[src/rtl/a2d_spi_resp_if.sv]
// SPI pin bundle between the A2D SPI master and the emulated converter.
// Ports: SS_n, SCLK, MOSI (master->responder), MISO (responder->master).
interface a2d_spi_resp_if;
    logic SS_n;
    logic SCLK;
    logic MOSI;
    logic MISO;

    modport master (
        output SS_n,
        output SCLK,
        output MOSI,
        input  MISO
    );

    modport slave (
        input  SS_n,
        input  SCLK,
        input  MOSI,
        output MISO
    );
endinterface

[src/rtl/a2d_spi_resp.sv]
// SPI responder emulating an 8-channel 12-bit A2D converter.
// Ports: clk, rst (async, active-high), spi (slave modport: SS_n, SCLK,
//   MOSI, MISO), ana_vals[95:0] (ch k at [12k+11:12k]), chnnl_cur,
//   res_cur, frm_done / frm_err (one-cycle frame-end pulses).
module a2d_spi_resp (
    input  logic                 clk,
    input  logic                 rst,
    a2d_spi_resp_if.slave        spi,
    input  logic [95:0]          ana_vals,
    output logic [2:0]           chnnl_cur,
    output logic [11:0]          res_cur,
    output logic                 frm_done,
    output logic                 frm_err
);

    typedef enum logic [1:0] {
        WAIT_HI = 2'd0,
        IDLE    = 2'd1,
        SHIFT   = 2'd2
    } state_t;

    state_t      state_q;
    state_t      state_d;

    logic [2:0]  ss_q;
    logic [2:0]  sclk_q;
    logic [2:0]  mosi_q;
    logic [1:0]  settle_q;

    logic [15:0] tx_shift;
    logic [15:0] tx_d;
    logic [15:0] rx_shift;
    logic [15:0] rx_d;
    logic [4:0]  bit_cnt;
    logic [4:0]  cnt_d;
    logic [2:0]  chnl_d;
    logic [11:0] res_d;
    logic        done_d;
    logic        err_d;

    logic        ss_s2;
    logic        ss_rise;
    logic        ss_fall;
    logic        sclk_rise;
    logic        sclk_fall;
    logic        mosi_s2;
    logic        settled;
    logic        frm_ok;
    logic [11:0] ana_ch [8];

    // Bit 0 is the first sync stage, bit 1 the usable synced value and
    // bit 2 the history flop for edge detection.
    always_ff @(posedge clk or posedge rst) begin
        if (rst) begin
            ss_q   <= 3'b111;
            sclk_q <= 3'b000;
            mosi_q <= 3'b000;
        end else begin
            ss_q   <= {ss_q[1:0], spi.SS_n};
            sclk_q <= {sclk_q[1:0], spi.SCLK};
            mosi_q <= {mosi_q[1:0], spi.MOSI};
        end
    end

    assign ss_s2     = ss_q[1];
    assign ss_rise   = ss_q[1] & ~ss_q[2];
    assign ss_fall   = ~ss_q[1] & ss_q[2];
    assign sclk_rise = sclk_q[1] & ~sclk_q[2];
    assign sclk_fall = ~sclk_q[1] & sclk_q[2];
    assign mosi_s2   = mosi_q[1];

    // The SS_n chain still holds its reset value for the first two cycles
    // after reset release; trusting it then would let a frame already in
    // progress slip through WAIT_HI.
    always_ff @(posedge clk or posedge rst) begin
        if (rst) begin
            settle_q <= 2'd0;
        end else if (settle_q != 2'd2) begin
            settle_q <= settle_q + 2'd1;
        end
    end

    assign settled = (settle_q == 2'd2);

    always_comb begin
        for (int k = 0; k < 8; k++) begin
            ana_ch[k] = ana_vals[12*k +: 12];
        end
    end

    assign frm_ok = (bit_cnt == 5'd16) &&
                    (rx_shift[15:14] == 2'b00) &&
                    (rx_shift[10:0] == 11'd0);

    always_ff @(posedge clk or posedge rst) begin
        if (rst) begin
            state_q   <= WAIT_HI;
            tx_shift  <= 16'd0;
            rx_shift  <= 16'd0;
            bit_cnt   <= 5'd0;
            chnnl_cur <= 3'd0;
            res_cur   <= 12'd0;
            frm_done  <= 1'b0;
            frm_err   <= 1'b0;
        end else begin
            state_q   <= state_d;
            tx_shift  <= tx_d;
            rx_shift  <= rx_d;
            bit_cnt   <= cnt_d;
            chnnl_cur <= chnl_d;
            res_cur   <= res_d;
            frm_done  <= done_d;
            frm_err   <= err_d;
        end
    end

    always_comb begin
        state_d = state_q;
        tx_d    = tx_shift;
        rx_d    = rx_shift;
        cnt_d   = bit_cnt;
        chnl_d  = chnnl_cur;
        res_d   = res_cur;
        done_d  = 1'b0;
        err_d   = 1'b0;

        case (state_q)
            WAIT_HI: begin
                if (settled && ss_s2) begin
                    state_d = IDLE;
                end
            end

            IDLE: begin
                if (ss_fall) begin
                    state_d = SHIFT;
                    tx_d    = {4'h0, res_cur};
                    rx_d    = 16'd0;
                    cnt_d   = 5'd0;
                end
            end

            SHIFT: begin
                if (ss_rise) begin
                    state_d = IDLE;
                    if (frm_ok) begin
                        chnl_d = rx_shift[13:11];
                        res_d  = ana_ch[rx_shift[13:11]];
                        done_d = 1'b1;
                    end else begin
                        err_d  = 1'b1;
                    end
                end else begin
                    if (sclk_rise) begin
                        rx_d = {rx_shift[14:0], mosi_s2};
                        if (bit_cnt != 5'd31) begin
                            cnt_d = bit_cnt + 5'd1;
                        end
                    end
                    // The MSB is presented before the first rise, so the
                    // leading fall (none in mode 0) must not shift it out.
                    if (sclk_fall && (bit_cnt != 5'd0)) begin
                        tx_d = {tx_shift[14:0], 1'b0};
                    end
                end
            end

            default: begin
                state_d = WAIT_HI;
            end
        endcase
    end

    assign spi.MISO = (state_q == SHIFT) ? tx_shift[15] : 1'b0;

endmodule

[src/flat_wrapper.sv]
// flat-port wrapper written by rule: the top's interface ports become plain ports
module a2d_spi_resp_flat 
  (clk, rst, ana_vals, chnnl_cur, res_cur, frm_done, frm_err, spi_SS_n, spi_SCLK, spi_MOSI, spi_MISO);
  a2d_spi_resp_if spi_i ();
  input  logic clk;
  input  logic rst;
  input  logic [95:0] ana_vals;
  output logic [2:0] chnnl_cur;
  output logic [11:0] res_cur;
  output logic frm_done;
  output logic frm_err;
  input wire logic [$bits(spi_i.SS_n)-1:0] spi_SS_n;
  input wire logic [$bits(spi_i.SCLK)-1:0] spi_SCLK;
  input wire logic [$bits(spi_i.MOSI)-1:0] spi_MOSI;
  output wire logic [$bits(spi_i.MISO)-1:0] spi_MISO;
  assign spi_i.SS_n = spi_SS_n;
  assign spi_i.SCLK = spi_SCLK;
  assign spi_i.MOSI = spi_MOSI;
  assign spi_MISO = spi_i.MISO;
  a2d_spi_resp u_core (.clk(clk), .rst(rst), .spi(spi_i), .ana_vals(ana_vals), .chnnl_cur(chnnl_cur), .res_cur(res_cur), .frm_done(frm_done), .frm_err(frm_err));
endmodule
[config.mk]
export PLATFORM = sky130hd
export DESIGN_NAME = a2d_spi_resp_flat
export DESIGN_NICKNAME = d
export VERILOG_FILES = /design/src/rtl/a2d_spi_resp_if.sv /design/src/rtl/a2d_spi_resp.sv /design/src/flat_wrapper.sv
export SDC_FILE = /design/constraint.sdc
export NUM_CORES = 1
export LEC_CHECK = 0
export ABC_AREA = 1
export CORE_ASPECT_RATIO = 0.6
export CORE_MARGIN = 4
export CORE_UTILIZATION = 25
export CTS_CLUSTER_DIAMETER = 120
export DETAILED_ROUTE_END_ITERATION = 8
export PLACE_DENSITY = 0.49
export SYNTH_ARGS = -nofsm -noshare
export SYNTH_HDL_FRONTEND = slang
export SYNTH_SLANG_ARGS = --single-unit
[constraint.sdc]
create_clock -name clk -period 2.9 [get_ports clk]
set_input_delay 0.29 -clock clk [delete_from_list [all_inputs] [get_ports clk]]
set_output_delay 0.29 -clock clk [all_outputs]
set_load 0.03 [all_outputs]
After elaboration in Yosys (flattened, before gate mapping)
Index checks and enable logic that the tools add are counted.
{ "totals": {"reg_bits": 66, "output_inout_bits": 18, "input_bits": 101} }
{ "op_classes": {"n_bitwise": 9, "add_sub_neg": 2, "n_eq_ne": 13, "order_cmp": 1, "reduce_logical": 14, "muxes": 27} }
{ "op_table": {"columns": ["op", "count"], "rows": [
  ["16-bit 2-to-1 mux", 6],
  ["16-bit one-hot mux with 2 select lines", 2],
  ["12-bit binary-select mux with 3-bit select", 1],
  ["12-bit 2-to-1 mux", 2],
  ["5-bit 2-to-1 mux", 4],
  ["2-bit by 1-bit != test with 1-bit output (second input constant)", 6],
  ["11-bit logical NOT", 1],
  ["5-bit one-hot mux with 2 select lines", 1],
  ["4-bit AND reduction", 2],
  ["1-bit 2-to-1 mux", 7],
  ["2-bit 2-to-1 mux", 3],
  ["2-bit one-hot mux with 3 select lines", 1],
  ["3-bit AND reduction", 2],
  ["5-bit by 1-bit adder with 5-bit output (second input constant)", 1],
  ["5-bit == test (second input constant)", 1],
  ["5-bit != test (second input constant)", 1],
  ["5-bit AND reduction", 1],
  ["5-bit nonzero test", 1],
  ["1-bit AND", 4],
  ["2-bit == test (second input constant)", 2],
  ["4-bit >= comparator (second input constant)", 1],
  ["1-bit logical AND", 4],
  ["2-bit logical NOT", 2],
  ["2-bit != test (second input constant)", 2],
  ["5 further kinds", 8]
]} }

Longest topological paths before layout
Gate-level depths: netlist (run 1).
{ "logic_depth": {"depth_word": 6, "mapped_depth": 11, "mapped_depth_nobuf": 9} }

Least setup slack after synthesis (run 1)
OpenSTA, ideal clock, no wires.
{ "synth_timing": {"path_kind": "register to output", "start": "register u_core.state_q[0]", "end": "output port spi_MISO", "t_required_ns": 2.610, "t_arrival_ns": 1.309, "path_stages_with_launch": 7, "path_slack_ns": 1.301, "path_cell_list": "dfrtp_1 inv_1 ha_1 buf_4 clkbuf_1 nand2_1 inv_1"} }
{ "synth_between": {"elab_chain_len": 2} }
{ "synth_rtl": {"columns": ["element", "line_no", "text"], "rows": [
  ["start, declared", "a2d_spi_resp.sv:22", "state_t state_q;"],
  ["start signal, assigned", "a2d_spi_resp.sv:106", "state_q <= state_d;"],
  ["2-bit == test", "a2d_spi_resp.sv:174", "assign spi.MISO = (state_q == SHIFT) ? tx_shift[15] : 1'b0;"],
  ["1-bit 2-to-1 mux", "a2d_spi_resp.sv:174", null],
  ["end, declared", "flat_wrapper.sv:15", "output wire logic [$bits(spi_i.MISO)-1:0] spi_MISO;"]
]} }
No other way between the ends.

Worst setup path after layout (run 1)
{ "layout_timing": {"start": "register u_core.state_q[0]", "end": "register u_core.tx_shift[12]"} }
{ "layout_between": {"elab_chain_len": 3, "elab_cells_between_ends": 8, "classes_between": "eq/ne: 5; mux: 1; reduce/logical: 2"} }
{ "layout_rtl": {"columns": ["element", "line_no", "text"], "rows": [
  ["2-bit == test / 2-bit by 1-bit == test with 1-bit output (equally long branches)", "a2d_spi_resp.sv:127", "case (state_q)"],
  ["2-bit by 1-bit != test with 1-bit output (no source line), or another cell as far along", null, null],
  ["4-bit AND reduction (no source line)", null, null],
  ["end signal, assigned", "a2d_spi_resp.sv:107", "tx_shift <= tx_d;"],
  ["end, declared", "a2d_spi_resp.sv:30", "logic [15:0] tx_shift;"]
]} }
Several ways; a longest one is shown, not always the timed one.
A chain may end at the register's enable or synchronous reset.

==> results.tsv, run 1 <==
stage	metric	value	unit
status	outcome	completed	
flow_run	maxCapViolations	0	
hold_path	hp-class	input pin to async pin	
floorplanning	fp.dieH	111.0	um
final_layout	layout-drive-gt1-share	8.472	%
grt	globalRouteOverflowTotal	0	
power_and_ir_drop	p_leak	3.208	nW
sta	worstMarginPinSlew	0.6337	ns
synthesis	ys_warn_count	0	
grt	grt_util_all_layers	12.81	%
final_layout	instances_no_fill	1013	
clock_tree	cts_hold_buf	0	
grt	antenna_found_initial	0	
detailed_routing	drt_iter0_markers	316	
placement	post-place-cells	997	
detailed_routing	vias	4068	
worst_setup_path	cp-end-kind	register	
final_layout	stdcell_area	6098	um^2
synthesis	syn_area	4424	um^2
worst_setup_path	path_cells	inv_1 -> ha_1 -> buf_4 -> nand2_1 -> nand2_4 -> nand2_1 -> nand2_1	
clock_tree	clock_latency	0.33	ns
final_layout	num-fill-cells	1880	
sta	finalCritPeriodShare	81.70	%
final_layout	antenna_cells	0	
final_layout	final_common_cell	nand2_1	
floorplanning	initial_core_util	25.62	%
power_and_ir_drop	finalPower	3.308	mW
worst_setup_path	critPathLaunch	u_core.state_q[0]	
placement	place_hpwl	9314	um
sta	holdWs	0.3466	ns
power_and_ir_drop	p_sw	1.106	mW
worst_setup_path	worst_ep_required_time	3.16	ns
synthesis	post-synth-top-area-fraction	35.63	%
power_and_ir_drop	swShare	33.45	%
sta	relSlewSlack	57.70	%
worst_setup_path	crit_arrival	2.63	ns
placement	io_buffers	118	
detailed_routing	ant_nets	0	
final_layout	most-common-layout-cells	253 x nand2_1, 133 x inv_1, 117 x clkdlybuf4s50_1	
power_and_ir_drop	power_frac_seq	30.3	%
clock_tree	cts_resized	0	
detailed_routing	vias_per_cell	4.016	
synthesis	yosysUniqueCellTypes	29	
synthesis	syn_inst	673	
final_layout	syn_to_final_growth	37.84	%
sta	min_period	2.369	ns
power_and_ir_drop	pwr-share-comb	29.3	%
detailed_routing	first_pass_iters	4	
worst_setup_path	crit_path_max_fanout	51	
sta	final_hold_viol_count	0	
grt	grt_pass1_wl	20930	um
clock_tree	clock_sinks	66	
synthesis	yosysTopAreaCell	dfrtp_1	
clock_tree	cts_root_buf	clkbuf_16	
detailed_routing	wl_per_cell	12.56	um
worst_setup_path	crit_family	simple AND/OR/NAND/NOR gates	
synthesis	seq_area_frac_synth	37.42	%
clock_tree	clockBufferDepth	2	
synthesis	synth_fp_nets	783	
floorplanning	core	17270	um^2
synthesis	synth_area_leaders	dfrtp_1 36%, nand2_1 21%, inv_1 11%	
sta	fin_ws	0.5306	ns
floorplanning	ios	119	
grt	grt_pass1_vias	3972	
final_layout	nNetsFinal	884	
power_and_ir_drop	power_density	542.4	nW/um^2
power_and_ir_drop	peakVddDrop	0.4933	mV
sta	slew_violations	0	
power_and_ir_drop	p_int	2.201	mW
grt	grt_max_degree	52	
floorplanning	die_w	179.7	um
worst_setup_path	r2r-start	u_core.state_q[0]	
placement	dp_worst_setup_slack	0.5234	ns
sta	fin_skew	0.005112	ns
detailed_routing	drt-total-wl	12720	um
power_and_ir_drop	clkPwrFrac	40.4	%
floorplanning	fp-row-count	37	
final_layout	utilization	35.32	%
worst_setup_path	path_class	register to register	
worst_setup_path	cpPeakStageDelay	0.51	ns
clock_tree	cts_buffers	9	
synthesis	syn_area_per_cell	6.574	um^2
clock_tree	htree_num_levels	3	
sta	fin_tns_setup	0	ns
detailed_routing	drc	0	
final_layout	regArea	1655	um^2
placement	place_area	5732	um^2
clock_tree	cts_tree	built	
sta	clock.fmax	422.1	MHz
sta	setup_viol	0	
clock_tree	clkSlewWorstSetupHoldPaths	0.06	ns
sta	rsz0062_at_grt	no	
clock_tree	cts_setup_buffers	0	
worst_setup_path	critPathBufInv	2	
floorplanning	die_area	19960	um^2
worst_setup_path	slowest_stage	nand2_1	
final_layout	multi_input_area	2037	um^2
worst_setup_path	start_kind	register	
placement	finalWeightedCongestion	0.7380	
synthesis	ys_ff_latch	66	
worst_setup_path	crit_top_cell	nand2_1	
==> sequential cells by signal, indices dropped and copies added (netlist names) <==
name / flops
u_core.ss_q: 3
u_core.state_q: 2
u_core.mosi_q: 2
u_core.frm_err: 1
u_core.rx_shift: 16
u_core.res_cur: 12
u_core.bit_cnt: 5
u_core.sclk_q: 3
u_core.settle_q: 2
u_core.chnnl_cur: 3
u_core.frm_done: 1
u_core.tx_shift: 16
==> path summary, 6_finish.rpt <==
check,to,slack [ns],depth (start not counted)
setup / recovery,u_core.tx_shift[12],0.53,7
hold / removal,u_core.frm_done,0.35,2
setup reg to reg,u_core.tx_shift[12],0.53,7
hold reg to reg,u_core.sclk_q[1],0.35,0
max in group asynchronous,u_core.tx_shift[12],1.91,3
min in group clk,u_core.sclk_q[1],0.35,0
==> layout make-up <==
class	instances	area share [%]
Multi-Input combinational cell	436	33.40
Sequential cell	66	27.14
Timing Repair Buffer	123	20.15
Inverter	138	8.494
Tap cell	234	4.801
Clock buffer	9	3.693
Clock inverter	7	2.318
==> worst register-to-register path, cell delays in order (launching register included) <==
cell	delay [ns]
dfrtp_1	0.42
inv_1	0.10
ha_1	0.29
buf_4	0.47
nand2_1	0.52
nand2_4	0.35
nand2_1	0.08
nand2_1	0.07
==> synth_stat cells <==
cell      instances
nor2_1           37
dfstp_2           3
buf_4             3
nor2_2            1
xnor2_1           1
xor2_1            1
buf_1             1
o21bai_1          1
or2_2             1
o21ai_0          19
inv_1           134
nand2_1         253
dfrtp_1          63
o21ai_2          18
inv_2             4
nand3_1          66
buf_2            15
a21oi_1           2
nand2_2          11
nand3b_1          5
nand4_1           1
buf_6             8
clkbuf_1          6
a21boi_0          2
nand3_2           2
ha_1              9
o21ai_1           3
nand2_4           2
nor2_8            1
==> routing by layer <==
metal / GRT usage, % / up-vias / wire (um)
li1: - / 2191 / -
met1: 20.34 / 1800 / 7205
met2: 17.24 / 68 / 4927
met3: 3.344 / 9 / 522
met4: 2.131 / 0 / 68
met5: 0 / - / 0
==> power groups by stage <==
| stage | Sequential, mW | Clock [mW] | Combinational [mW] |
|---|---|---|---|
| 5_1_grt | 1.01 | 1.41 | 1.09 |
| 6_report | 1.00 | 1.34 | 0.970 |
| 4_1_cts | 1.00 | 1.37 | 0.989 |
| 3_5_place_dp | 1.02 | 0 | 0.985 |
| 3_3_place_gp | 1.02 | 0 | 0.981 |
| 2_1_floorplan | 1.01 | 0 | 0.777 |
==> logic make-up after synthesis <==
family | synth area share (%)
buf+inv | 16.54
simple gates | 36.31
xor+xnor | 0.3960
flops | 37.42
compound gates | 6.787
fa+ha+maj | 2.545
Note: power is estimated with default switching activity, not from simulation.
==> run 2: changes to the inputs <==
==> constraint.sdc (replaced) <==
create_clock -name clk -period 2.3 [get_ports clk]
set_input_delay 0.23 -clock clk [delete_from_list [all_inputs] [get_ports clk]]
set_output_delay 0.23 -clock clk [all_outputs]
set_load 0.03 [all_outputs]
==> run 2 against run 1 <==
Net effect: sequential cell count is the same; final cell count grew 0.69%; via count grew 0.27%; power grew 19%; critical path depth is the same; clock skew grew 0.0052 ns; clock power grew 4%; critical endpoint is now spi_MISO; global-route usage shrank 0.31 points; die area is the same; sequential share of layout area is essentially flat; utilization is essentially flat.
==> results.tsv, run 2 (same netlist as run 1, synthesis figures left out) <==
stage	metric	value	unit
final_layout	layout-drive-gt1-share	9.288	%
final_layout	antenna_cells	0	
clock_tree	clockBufferDepth	2	
worst_setup_path	path_class	register to output pin	
detailed_routing	drt_iter0_markers	237	
worst_setup_path	worstRegToRegCells	7	
sta	fin_skew	0.01031	ns
placement	post-place-cells	1004	
worst_setup_path	r2r-start	u_core.state_q[0]	
grt	antenna_found_initial	0	
floorplanning	fp.dieH	111.0	um
worst_setup_path	crit_arrival	1.88	ns
floorplanning	ios	119	
final_layout	stdcell_area	6102	um^2
clock_tree	clock_latency	0.33	ns
placement	dp_worst_setup_slack	0.4640	ns
detailed_routing	drt-total-wl	12510	um
power_and_ir_drop	p_leak	3.224	nW
sta	final_hold_viol_count	0	
clock_tree	htree_num_levels	3	
power_and_ir_drop	p_int	2.550	mW
final_layout	instances_no_fill	1020	
floorplanning	die_w	179.7	um
final_layout	regArea	1655	um^2
sta	min_period	2.108	ns
floorplanning	die_area	19960	um^2
sta	finalCritPeriodShare	91.65	%
sta	rsz0062_at_grt	no	
clock_tree	cts_buffers	9	
final_layout	reg_top3	u_core.rx_shift: 16 flops, u_core.tx_shift: 16 flops, u_core.res_cur: 12 flops	
detailed_routing	drc	0	
final_layout	nNetsFinal	891	
status	outcome	completed	
final_layout	multi_input_area	2037	um^2
worst_setup_path	start_kind	register	
placement	finalWeightedCongestion	0.7384	
placement	place_area	5797	um^2
power_and_ir_drop	swShare	35.36	%
detailed_routing	vias_per_cell	3.999	
power_and_ir_drop	power_frac_seq	32.1	%
clock_tree	cts_root_buf	clkbuf_16	
placement	place_hpwl	9220	um
worst_setup_path	cp-end-kind	output pin	
grt	globalRouteOverflowTotal	0	
floorplanning	fp-row-count	37	
flow_run	maxCapViolations	0	
final_layout	utilization	35.34	%
sta	relSlewSlack	64.39	%
worst_setup_path	r2r-end	u_core.rx_shift[1]	
worst_setup_path	worst_ep_required_time	2.07	ns
power_and_ir_drop	peakVddDrop	0.7631	mV
floorplanning	initial_core_util	25.62	%
grt	grt_util_all_layers	12.50	%
sta	setup_viol	0	
power_and_ir_drop	pwr-share-comb	32.7	%
final_layout	final_common_cell	nand2_1	
clock_tree	cts_tree	built	
power_and_ir_drop	power_density	646.4	nW/um^2
detailed_routing	first_pass_iters	5	
power_and_ir_drop	clkPwrFrac	35.2	%
power_and_ir_drop	p_sw	1.395	mW
hold_path	hp-class	input pin to async pin	
placement	io_buffers	118	
sta	slew_violations	0	
final_layout	num-fill-cells	1827	
power_and_ir_drop	finalPower	3.945	mW
grt	grt_pass1_vias	3807	
floorplanning	core	17270	um^2
clock_tree	cts_resized	0	
final_layout	syn_to_final_growth	37.92	%
worst_setup_path	crit_path_max_fanout	18	
final_layout	most-common-layout-cells	253 x nand2_1, 133 x inv_1, 117 x clkdlybuf4s50_1	
sta	worstMarginPinSlew	0.5333	ns
sta	fin_ws	0.1921	ns
detailed_routing	wl_per_cell	12.26	um
sta	holdWs	0.2583	ns
detailed_routing	vias	4079	
detailed_routing	ant_nets	0	
clock_tree	cts_hold_buf	0	
grt	grt_pass1_wl	20340	um
sta	clock.fmax	474.4	MHz
clock_tree	cts_setup_buffers	0	
sta	fin_tns_setup	0	ns
clock_tree	clock_sinks	66	
clock_tree	clkSlewWorstSetupHoldPaths	0.06	ns
grt	grt_max_degree	67	
worst_setup_path	reg2reg_slack	0.46	ns
run 2: changes by cell type in the layout (fill, tap and decap cells not counted):
| cell | previous run | this run |
|---|---|---|
| clkbuf_8 | 0 | 2 |
| buf_4 | 5 | 11 |
| clkinv_4 | 1 | 0 |
| clkinv_2 | 1 | 3 |
| bufinv_16 | 4 | 1 |
| buf_12 | 1 | 2 |
run 2: worst max path at each step:
stage	start	slack [ns]	endpoint
global route	u_core.state_q[0]	0.02	spi_MISO
global placement	u_core.state_q[0]	0.50	u_core.rx_shift[1]
detailed placement	u_core.state_q[0]	0.46	u_core.rx_shift[1]
floorplan	rst	0.42	u_core.bit_cnt[0]
finish	u_core.state_q[0]	0.19	spi_MISO
CTS	u_core.state_q[0]	0.17	spi_MISO
run 2: area by class of cell:
| cell class | count | share of cell area (%) |
|---|---|---|
| Multi-Input combinational cell | 436 | 33.38 |
| Tap cell | 234 | 4.798 |
| Clock buffer | 11 | 4.142 |
| Clock inverter | 5 | 0.8612 |
| Sequential cell | 66 | 27.13 |
| Inverter | 138 | 8.489 |
| Timing Repair Buffer | 130 | 21.20 |
run 2: power groups by stage:
stage	clock, mW	combinational (mW)	sequential, mW
final	1.39	1.29	1.27
after global routing	1.49	1.44	1.27
after CTS	1.43	1.32	1.27
after detailed placement	0	1.31	1.29
after global placement	0	1.31	1.28
after floorplan	0	0.980	1.28
run 2: layer usage:
| layer | vias up | GRT usage [%] | wire length (um) |
|---|---|---|---|
| met2 | 75 | 15.94 | 4778 |
| met1 | 1791 | 20.47 | 7053 |
| li1 | 2205 | - | - |
| met4 | 0 | 1.979 | 62 |
| met5 | - | 0 | 0 |
| met3 | 8 | 3.508 | 611 |
run 2: worst max-delay path, stage by stage, from the launching register on:
cell and delay (ns):
dfrtp_1 0.42, inv_1 0.10, ha_1 0.25, buf_4 0.24
buf_4 0.25, nand2_1 0.09, inv_1 0.06, buf_4 0.15
